--- config.mk ---
export PLATFORM = sky130hd
export DESIGN_NAME = sys_ctrl
export DESIGN_NICKNAME = d
export VERILOG_FILES = /design/src/rtl/sys_ctrl_pkg.sv /design/src/rtl/sys_ctrl_timer.sv /design/src/rtl/sys_ctrl.sv
export SDC_FILE = /design/constraint.sdc
export NUM_CORES = 1
export LEC_CHECK = 0
export CAP_MARGIN = 25
export CORE_UTILIZATION = 41
export DETAILED_ROUTE_END_ITERATION = 12
export PLACE_DENSITY_LB_ADDON = 0.25
export SLEW_MARGIN = 25
export SYNTH_ARGS = -nofsm -noshare
export SYNTH_HDL_FRONTEND = slang
export SYNTH_SLANG_ARGS = --single-unit
--- constraint.sdc ---
create_clock -name Clk -period 1.18 [get_ports Clk]
set_input_delay 0.118 -clock Clk [delete_from_list [all_inputs] [get_ports Clk]]
set_output_delay 0.118 -clock Clk [all_outputs]
set_load 0.02 [all_outputs]
--- src/rtl/sys_ctrl_pkg.sv ---
// rtl/sys_ctrl_pkg.sv - shared opcodes, default widths and FSM encoding for sys_ctrl
package sys_ctrl_pkg;

    localparam int DEF_DATA_W = 8;
    localparam int DEF_ADD_W  = 4;

    localparam logic [7:0] WR_CMD = 8'hAA;
    localparam logic [7:0] RD_CMD = 8'hBB;

    typedef enum logic [2:0] {
        IDLE    = 3'd0,
        WR_ADDR = 3'd1,
        WR_DATA = 3'd2,
        RD_ADDR = 3'd3,
        RD_WAIT = 3'd4,
        TX_SEND = 3'd5
    } state_t;

endpackage

--- src/rtl/sys_ctrl_timer.sv ---
// rtl/sys_ctrl_timer.sv - inter-byte idle counter that flags an abandoned frame
module sys_ctrl_timer #(
    parameter int TIMEOUT_CYC = 1024
) (
    input  logic Clk,
    input  logic RST_n,
    input  logic i_clr,
    input  logic i_en,
    output logic o_expire
);

    localparam int            CW   = (TIMEOUT_CYC > 1) ? $clog2(TIMEOUT_CYC) : 1;
    localparam logic [CW-1:0] LAST = CW'(TIMEOUT_CYC - 1);

    logic [CW-1:0] r_cnt;

    // Count idle cycles while a frame is open; saturate at the expiry value
    always_ff @(posedge Clk) begin
        if (!RST_n) begin
            r_cnt <= '0;
        end else if (i_clr) begin
            r_cnt <= '0;
        end else if (i_en && (r_cnt != LAST)) begin
            r_cnt <= r_cnt + CW'(1);
        end
    end

    assign o_expire = i_en && (r_cnt == LAST);

endmodule

--- src/rtl/sys_ctrl.sv ---
// rtl/sys_ctrl.sv - UART frame decoder driving the register file (timeout under SYS_CTRL_TIMEOUT_EN)
module sys_ctrl
    import sys_ctrl_pkg::*;
#(
    parameter int DATA_W      = DEF_DATA_W,
    parameter int ADD_W       = DEF_ADD_W,
    parameter int TIMEOUT_CYC = 1024
) (
    input  logic              Clk,
    input  logic              RST_n,
    input  logic [DATA_W-1:0] RX_P_DATA,
    input  logic              RX_D_VLD,
    input  logic [DATA_W-1:0] RdData,
    input  logic              RdData_Valid,
    input  logic              TX_Busy,
    output logic              WrEn,
    output logic              RdEn,
    output logic [ADD_W-1:0]  Address,
    output logic [DATA_W-1:0] WrData,
    output logic [DATA_W-1:0] TX_P_DATA,
    output logic              TX_D_VLD,
    output logic              Cmd_Err
);

    state_t             r_state;
    state_t             w_state_nxt;

    logic               r_wr_en;
    logic               r_rd_en;
    logic [ADD_W-1:0]   r_addr;
    logic [DATA_W-1:0]  r_wr_data;
    logic [DATA_W-1:0]  r_data;
    logic [DATA_W-1:0]  r_tx_data;
    logic               r_tx_vld;
    logic               r_cmd_err;

    logic               w_wr_en_nxt;
    logic               w_rd_en_nxt;
    logic [ADD_W-1:0]   w_addr_nxt;
    logic [DATA_W-1:0]  w_wr_data_nxt;
    logic [DATA_W-1:0]  w_data_nxt;
    logic [DATA_W-1:0]  w_tx_data_nxt;
    logic               w_tx_vld_nxt;
    logic               w_cmd_err_nxt;
    logic               w_expire;

`ifdef SYS_CTRL_TIMEOUT_EN
    logic w_accept;
    logic w_timer_en;
    logic w_timer_clr;

    // Bytes are consumed in every state except the read-response states
    assign w_accept    = RX_D_VLD && (r_state != RD_WAIT) && (r_state != TX_SEND);
    assign w_timer_en  = (r_state == WR_ADDR) || (r_state == WR_DATA) ||
                         (r_state == RD_ADDR) || (r_state == RD_WAIT);
    assign w_timer_clr = w_accept || (w_state_nxt != r_state);

    sys_ctrl_timer #(
        .TIMEOUT_CYC (TIMEOUT_CYC)
    ) u_timer (
        .Clk      (Clk),
        .RST_n    (RST_n),
        .i_clr    (w_timer_clr),
        .i_en     (w_timer_en),
        .o_expire (w_expire)
    );
`else
    // No timeout logic: an open frame waits forever
    assign w_expire = 1'b0 & (TIMEOUT_CYC != 0);
`endif

    // State register and registered outputs
    always_ff @(posedge Clk) begin
        if (!RST_n) begin
            r_state   <= IDLE;
            r_wr_en   <= 1'b0;
            r_rd_en   <= 1'b0;
            r_addr    <= '0;
            r_wr_data <= '0;
            r_data    <= '0;
            r_tx_data <= '0;
            r_tx_vld  <= 1'b0;
            r_cmd_err <= 1'b0;
        end else begin
            r_state   <= w_state_nxt;
            r_wr_en   <= w_wr_en_nxt;
            r_rd_en   <= w_rd_en_nxt;
            r_addr    <= w_addr_nxt;
            r_wr_data <= w_wr_data_nxt;
            r_data    <= w_data_nxt;
            r_tx_data <= w_tx_data_nxt;
            r_tx_vld  <= w_tx_vld_nxt;
            r_cmd_err <= w_cmd_err_nxt;
        end
    end

    // Frame decode: an arriving byte always wins over a simultaneous timeout
    always_comb begin
        w_state_nxt   = r_state;
        w_wr_en_nxt   = 1'b0;
        w_rd_en_nxt   = 1'b0;
        w_addr_nxt    = r_addr;
        w_wr_data_nxt = r_wr_data;
        w_data_nxt    = r_data;
        w_tx_data_nxt = r_tx_data;
        w_tx_vld_nxt  = 1'b0;
        w_cmd_err_nxt = 1'b0;

        case (r_state)
            IDLE: begin
                if (RX_D_VLD) begin
                    if (RX_P_DATA == DATA_W'(WR_CMD)) begin
                        w_state_nxt = WR_ADDR;
                    end else if (RX_P_DATA == DATA_W'(RD_CMD)) begin
                        w_state_nxt = RD_ADDR;
                    end else begin
                        w_cmd_err_nxt = 1'b1;
                    end
                end
            end
            WR_ADDR: begin
                if (RX_D_VLD) begin
                    w_addr_nxt  = RX_P_DATA[ADD_W-1:0];
                    w_state_nxt = WR_DATA;
                end else if (w_expire) begin
                    w_cmd_err_nxt = 1'b1;
                    w_state_nxt   = IDLE;
                end
            end
            WR_DATA: begin
                if (RX_D_VLD) begin
                    w_wr_data_nxt = RX_P_DATA;
                    w_wr_en_nxt   = 1'b1;
                    w_state_nxt   = IDLE;
                end else if (w_expire) begin
                    w_cmd_err_nxt = 1'b1;
                    w_state_nxt   = IDLE;
                end
            end
            RD_ADDR: begin
                if (RX_D_VLD) begin
                    w_addr_nxt  = RX_P_DATA[ADD_W-1:0];
                    w_rd_en_nxt = 1'b1;
                    w_state_nxt = RD_WAIT;
                end else if (w_expire) begin
                    w_cmd_err_nxt = 1'b1;
                    w_state_nxt   = IDLE;
                end
            end
            RD_WAIT: begin
                if (RdData_Valid) begin
                    w_data_nxt  = RdData;
                    w_state_nxt = TX_SEND;
                end else if (w_expire) begin
                    w_cmd_err_nxt = 1'b1;
                    w_state_nxt   = IDLE;
                end
            end
            TX_SEND: begin
                if (!TX_Busy) begin
                    w_tx_vld_nxt  = 1'b1;
                    w_tx_data_nxt = r_data;
                    w_state_nxt   = IDLE;
                end
            end
            default: begin
                w_state_nxt = IDLE;
            end
        endcase
    end

    assign WrEn      = r_wr_en;
    assign RdEn      = r_rd_en;
    assign Address   = r_addr;
    assign WrData    = r_wr_data;
    assign TX_P_DATA = r_tx_data;
    assign TX_D_VLD  = r_tx_vld;
    assign Cmd_Err   = r_cmd_err;

endmodule

==> results of run 1 <==
==> worst max-delay path, stage by stage (launching register included) <==
cell	delay (ns)
dfxtp_4	0.38
buf_12	0.13
nor2_4	0.08
and3_4	0.28
mux2i_1	0.22
nor2b_1	0.07
==> cell type report <==
| class | instances | area share [%] |
|---|---|---|
| Clock buffer | 5 | 1.71 |
| Clock inverter | 3 | 2.00 |
| Multi-Input combinational cell | 105 | 33.7 |
| Sequential cell | 35 | 32.5 |
| Tap cell | 46 | 2.63 |
| Timing Repair Buffer | 67 | 27.5 |
==> metrics by stage <==
stage / power [W] / TNS, ns / hold WS (ns) / worst slack, ns / utilization (%)
CTS: 0.00225 / -0.455 / 0.326 / -0.0843 / 63.4
floorplan: 0.00128 / 0 / 0.253 / 0.0190 / -
finish: 0.00222 / -0.331 / 0.343 / -0.0646 / 65.2
detailed placement: 0.00139 / -5.65 / 0.444 / -0.328 / 61.5
global route: 0.00231 / -1.30 / 0.354 / -0.114 / 65.2
global placement: 0.00139 / -4.86 / 0.432 / -0.293 / 61.5
==> sequential cells by signal (all words and copies together) (netlist names) <==
signal	cells
r_data	8
r_state	3
WrData	8
RdEn	1
TX_P_DATA	8
Address	4
TX_D_VLD	1
Cmd_Err	1
WrEn	1
==> logic make-up (layout without fill, tap and decap cells) <==
kind of cell / count (synthesis) / in the layout / share of synthesized area [%]
flops: 35 / 35 / 48.5
xor+xnor: 1 / 1 / 0.607
mux: 12 / 12 / 8.32
buf+inv: 8 / 75 / 3.73
compound gates: 21 / 21 / 11.2
simple gates: 71 / 71 / 27.6
==> power by group through the flow <==
stage / Combinational, W / Clock, W / Sequential [W]
6_report: 0.000176 / 0.000858 / 0.00118
5_1_grt: 0.000189 / 0.000939 / 0.00118
4_1_cts: 0.000174 / 0.000888 / 0.00118
3_5_place_dp: 0.000172 / 0 / 0.00122
3_3_place_gp: 0.000170 / 0 / 0.00121
2_1_floorplan: 0.0000568 / 0 / 0.00122
==> worst min-delay path by stage <==
| stage | from | end | slack (ns) | cells past startpoint |
|---|---|---|---|---|
| floorplan | RX_P_DATA[0] | WrData[0]$_SDFFE_PN0P_ | 0.25 | 2 |
| global placement | r_data[5]$_SDFFE_PN0P_ | TX_P_DATA[5]$_SDFFE_PN0P_ | 0.43 | 2 |
| detailed placement | r_data[0]$_SDFFE_PN0P_ | TX_P_DATA[0]$_SDFFE_PN0P_ | 0.44 | 2 |
| CTS | RX_P_DATA[5] | WrData[5]$_SDFFE_PN0P_ | 0.33 | 3 |
| global route | RX_P_DATA[5] | WrData[5]$_SDFFE_PN0P_ | 0.35 | 3 |
| finish | RX_P_DATA[5] | WrData[5]$_SDFFE_PN0P_ | 0.34 | 3 |
==> layout by cell type (no fill, tap or decap), drive strengths merged <==
cell type / count
and3: 1
nor2: 3
and3b: 1
clkdlybuf4s15: 8
dfxtp: 35
and2b: 1
buf: 23
xor2: 1
nand3b: 3
clkbuf: 13
a21boi: 16
or3: 1
nor3b: 1
and4: 1
nand2: 35
a31oi: 1
o41ai: 1
nor3: 2
dlygate4sd2: 8
and2: 2
nor2b: 14
nand4bb: 1
a32oi: 1
nand2b: 2
mux2i: 12
clkinv: 2
or4bb: 1
or4b: 1
bufinv: 1
clkdlybuf4s50: 20
nand3: 1
o21ai: 2
==> routing by layer <==
metal	share of wire, %	global-route usage [%]	vias up
met5	0	0	-
met4	1.5	5.71	0
met3	5.9	6.72	5
met2	53	35.2	34
met1	40	18.6	565
li1	-	-	631
==> timing repair <==
action | CTS | global route
hold buffers | 0 | 0
setup buffers | 1 | 3
pin swaps | 3 | 10
setup endpoints to repair | 51 | 39
endpoints found under the hold margin | 0 | 0
gates resized for setup | 34 | 38
gates cloned | 0 | 0
==> impl_metrics.toml, run 1 <==
[finish]
syn_to_final_growth_pct = 51.8
fin_cells = 261
antenna_cells = 0
final-seq-area_sq_um = 712
final_area_sq_mm = 0.00219
fillers = 316
multi_input_area_sq_um = 739
drive_gt1_share_pct = 26.5
nNetsFinal = 235

[place]
place_congestion = 0.800
place_hpwl_um = 2350
dp.cells = 250
portBuffers = 44
postPlaceCellArea_sq_mm = 0.00207

[detailed_routing]
routed_wl_um = 3200
drt_iter0_markers = 28
route.detailed.drc = 0
drt-pass1-iter-count = 3
vias = 1235
drtAntennaViolNets = 0
viasPerCell = 4.73
wl_per_cell_um = 12.3

[synth]
synth.net_count = 169
synth_top_area_cell = "dfxtp_1"
yosys_warnings = 0
synth.cell_area_sq_mm = 0.00144
ys_ff_latch = 35
synth_cells = 148
synthTopCellsByArea = "dfxtp_1, nand2_1, mux2i_1"
async_flop_share_pct = 0
ys_types = 31
synth_seq_area_share_pct = 48.5
netlist.area_leader.share_pct = 48.5
syn_avg_cell_area_sq_um = 9.76
synth_ff_type = "dfxtp_1"
synth_common_cells = "dfxtp_1, nand2_1, a21boi_1, nor2b_1, mux2i_1"
synth-edff-count = 0

[setup_path]
setup.worst_path.end = "r_data[4]$_SDFFE_PN0P_"
rrSetupSlack_ns = -0.06
path_class = "reg2reg"
cp.required_ns = 1.42
cp_max_fo = 8
regToRegEndpoint = "r_data[4]$_SDFFE_PN0P_"
reg2reg_from = "r_state[0]$_SDFFE_PN0P_"
cp-end-kind = "register"
startpoint = "r_state[0]$_SDFFE_PN0P_"
crit_arrival_ns = 1.48
r2r_cells = 5
startpoint_type = "register"

[grt]
grt_first_pass_wirelength_um = 4970
grt_pass1_vias = 1177
antenna_found_initial = 0
grt_usage_pct = 18.5
grt_max_degree = 31
gr-total-overflow = 0

[sta]
max_slew_margin_pct = 77.6
fin_crit_sh_pct = 105
finalMaxSlewViolations = 0
fmax_mhz = 803
min_period_ns = 1.24
hold_viol_final = 0
setup_viol = 9
clock_skew_ns = 0.00965
post-route-worst-setup-slack_ns = -0.0646
rsz0062_at_grt = "yes"
worstMarginPinSlew_ns = 0.333

[status]
status = "finished, violations left"
violations = "negative setup slack"

[clocking]
ctsLongestPathBuffers = 2
htreeDepth = 2
insertion_delay_ns = 0.34
root_buffer = "clkbuf_4"
clkSinkCount = 35
cts_buffers = 5
clkTransAtPathRegs_ns = 0.11
cts_tree = "yes"

[worst_hold_path]
hp-class = "in2reg"

[pwr]
p_int_w = 0.00174
seqPwrFrac_pct = 53.3
peakVddDrop_uv = 827
p_clk_share_pct = 38.7
pwr_density_cell_mw_per_mm2 = 1010
switching_share_pct = 21.5
p_switching_w = 0.000476
combPwrFrac_pct = 7.9
leakage_nw = 0.896

[die]
io_pins = 45
die_area_sq_mm = 0.00376
die_y_um = 61.3
core-area_sq_mm = 0.00336
start_util_pct = 42.9
die_w_um = 61.3
row_count = 21

[run]
cap_violations = 0
Note: power is estimated with default switching activity, not from simulation.
==> run 2: changes to the inputs <==
CORE_UTILIZATION = 30   (was 41)
CTS_BUF_LIST = sky130_fd_sc_hd__clkbuf_16   (was default)
==> impl_metrics.toml, run 2 (synthesized netlist as in run 1, its figures left out) <==
[setup_path]
cp_max_fo = 7
critical_path_buf_inv_count = 0
rrSetupSlack_ns = -0.02
reg2reg_from = "r_state[0]$_SDFFE_PN0P_"
cp-end-kind = "register"
cp_cell_sequence = "or3_1 -> nor3_1 -> or4b_1 -> o21ai_1"
cp.required_ns = 1.38
r2r_cells = 4
crit_family = "simple AND/OR/NAND/NOR gates"
cp_slowest_cell = "or4b_1"
max_stage_delay_ns = 0.47
crit_arrival_ns = 1.40
regToRegEndpoint = "r_state[1]$_SDFFE_PN0P_"
path_class = "reg2reg"
startpoint_type = "register"

[die]
die_y_um = 71.4
core-area_sq_mm = 0.00447
start_util_pct = 32.3
io_pins = 45
die_area_sq_mm = 0.00509
row_count = 24
die_w_um = 71.4

[clocking]
clkTransAtPathRegs_ns = 0.05
htreeDepth = 2
clkSinkCount = 35
ctsLongestPathBuffers = 2
root_buffer = "clkbuf_16"
insertion_delay_ns = 0.27
cts_buffers = 5
cts_tree = "yes"

[detailed_routing]
vias = 1238
wl_per_cell_um = 12.6
drt-pass1-iter-count = 8
viasPerCell = 4.62
drt_iter0_markers = 38
drtAntennaViolNets = 0
route.detailed.drc = 4
routed_wl_um = 3390

[worst_hold_path]
holdPathStages = 3
hp-class = "in2reg"
min_to = "WrData[2]$_SDFFE_PN0P_"
worstHoldStart = "RX_P_DATA[2]"

[run]
cap_violations = 0

[sta]
finalMaxSlewViolations = 0
fmax_mhz = 834
hold_slack_ns = 0.264
fin_tns_setup_ns = -0.0422
setup_viol = 5
hold_viol_final = 0
fin_crit_sh_pct = 102
clock_skew_ns = 0.00304
rsz0062_at_grt = "yes"
worstMarginPinSlew_ns = 0.320
max_slew_margin_pct = 78.4
min_period_ns = 1.20
post-route-worst-setup-slack_ns = -0.0184

[finish]
final_common_cell = "dfxtp_1"
final_area_sq_mm = 0.00228
mostFrequentLayoutCells = "dfxtp_1, nand2_1, dlygate4sd2_1"
fillers = 416
syn_to_final_growth_pct = 57.9
antenna_cells = 0
nNetsFinal = 237
drive_gt1_share_pct = 23.6

[status]
status = "finished, violations left"
violations = "design-rule violations, negative setup slack"

[pwr]
pwr_density_cell_mw_per_mm2 = 1130
peakVddDrop_uv = 568
leakage_nw = 0.986
power.total_w = 0.00258

[grt]
grt_pass1_vias = 1201
gr-total-overflow = 0
grt_max_degree = 31
antenna_found_initial = 0
grt_first_pass_wirelength_um = 5460
grt_usage_pct = 14.0

[place]
place_hpwl_um = 2360
portBuffers = 44
place_congestion = 0.815
postPlaceCellArea_sq_mm = 0.00204
==> run 2: worst max-delay path by stage <==
stage / start / depth (start not counted) / to / slack [ns]
after floorplan: r_state[1]$_SDFFE_PN0P_ / 6 / r_data[0]$_SDFFE_PN0P_ / 0.02
after global placement: RX_P_DATA[2] / 5 / r_state[0]$_SDFFE_PN0P_ / -0.33
after detailed placement: RdData_Valid / 4 / r_data[1]$_SDFFE_PN0P_ / -0.39
after CTS: r_state[0]$_SDFFE_PN0P_ / 4 / r_state[1]$_SDFFE_PN0P_ / -0.04
after global routing: r_state[2]$_SDFFE_PN0P_ / 6 / WrData[5]$_SDFFE_PN0P_ / -0.09
final: r_state[0]$_SDFFE_PN0P_ / 4 / r_state[1]$_SDFFE_PN0P_ / -0.02
==> run 2: worst min-delay path, stage by stage <==
cell and delay [ns]:
dlygate4sd2_1 0.26, nand2_2 0.06, a21boi_1 0.05
==> run 2: what timing repair did <==
item | CTS | global route
pin swaps | 8 | 11
endpoints found under the hold margin | 0 | 0
cloned | 0 | 1
resized for setup | 40 | 13
setup endpoints to repair | 53 | 29
setup buffers | 2 | 3
hold buffers | 0 | 0
==> run 2: report_power, final <==
| group | switching, W | total, W | internal, W |
|---|---|---|---|
| sequential | 0.00000275 | 0.00119 | 0.00118 |
| clock | 0.000453 | 0.00121 | 0.000757 |
| combinational | 0.0000656 | 0.000181 | 0.000116 |
==> run 2: through the flow <==
stage | utilization, % | setup WS [ns] | std cells
6_report | 51.0 | -0.0184 | 268
3_5_place_dp | 45.7 | -0.388 | 255
4_1_cts | 49.4 | -0.0390 | 264
2_1_floorplan | - | 0.0190 | 148
3_3_place_gp | 45.7 | -0.333 | 255
5_1_grt | 51.0 | -0.0895 | 268
==> run 2: layout make-up <==
class	count	area, sq um	area share (%)
clock buffers	5	125	5.49
clock inverters	2	8.76	0.384
multi-input cells	105	753	33.0
flip-flops and latches	35	709	31.1
well taps	52	65.1	2.85
repair buffers	69	618	27.1
==> run 2: per-layer routing <==
metal	GRT usage, %	vias up	routed length (um)
li1	-	633	-
met4	7.56	0	89
met3	3.94	9	184
met2	23.3	41	1610
met1	16.3	555	1500
met5	0	-	0
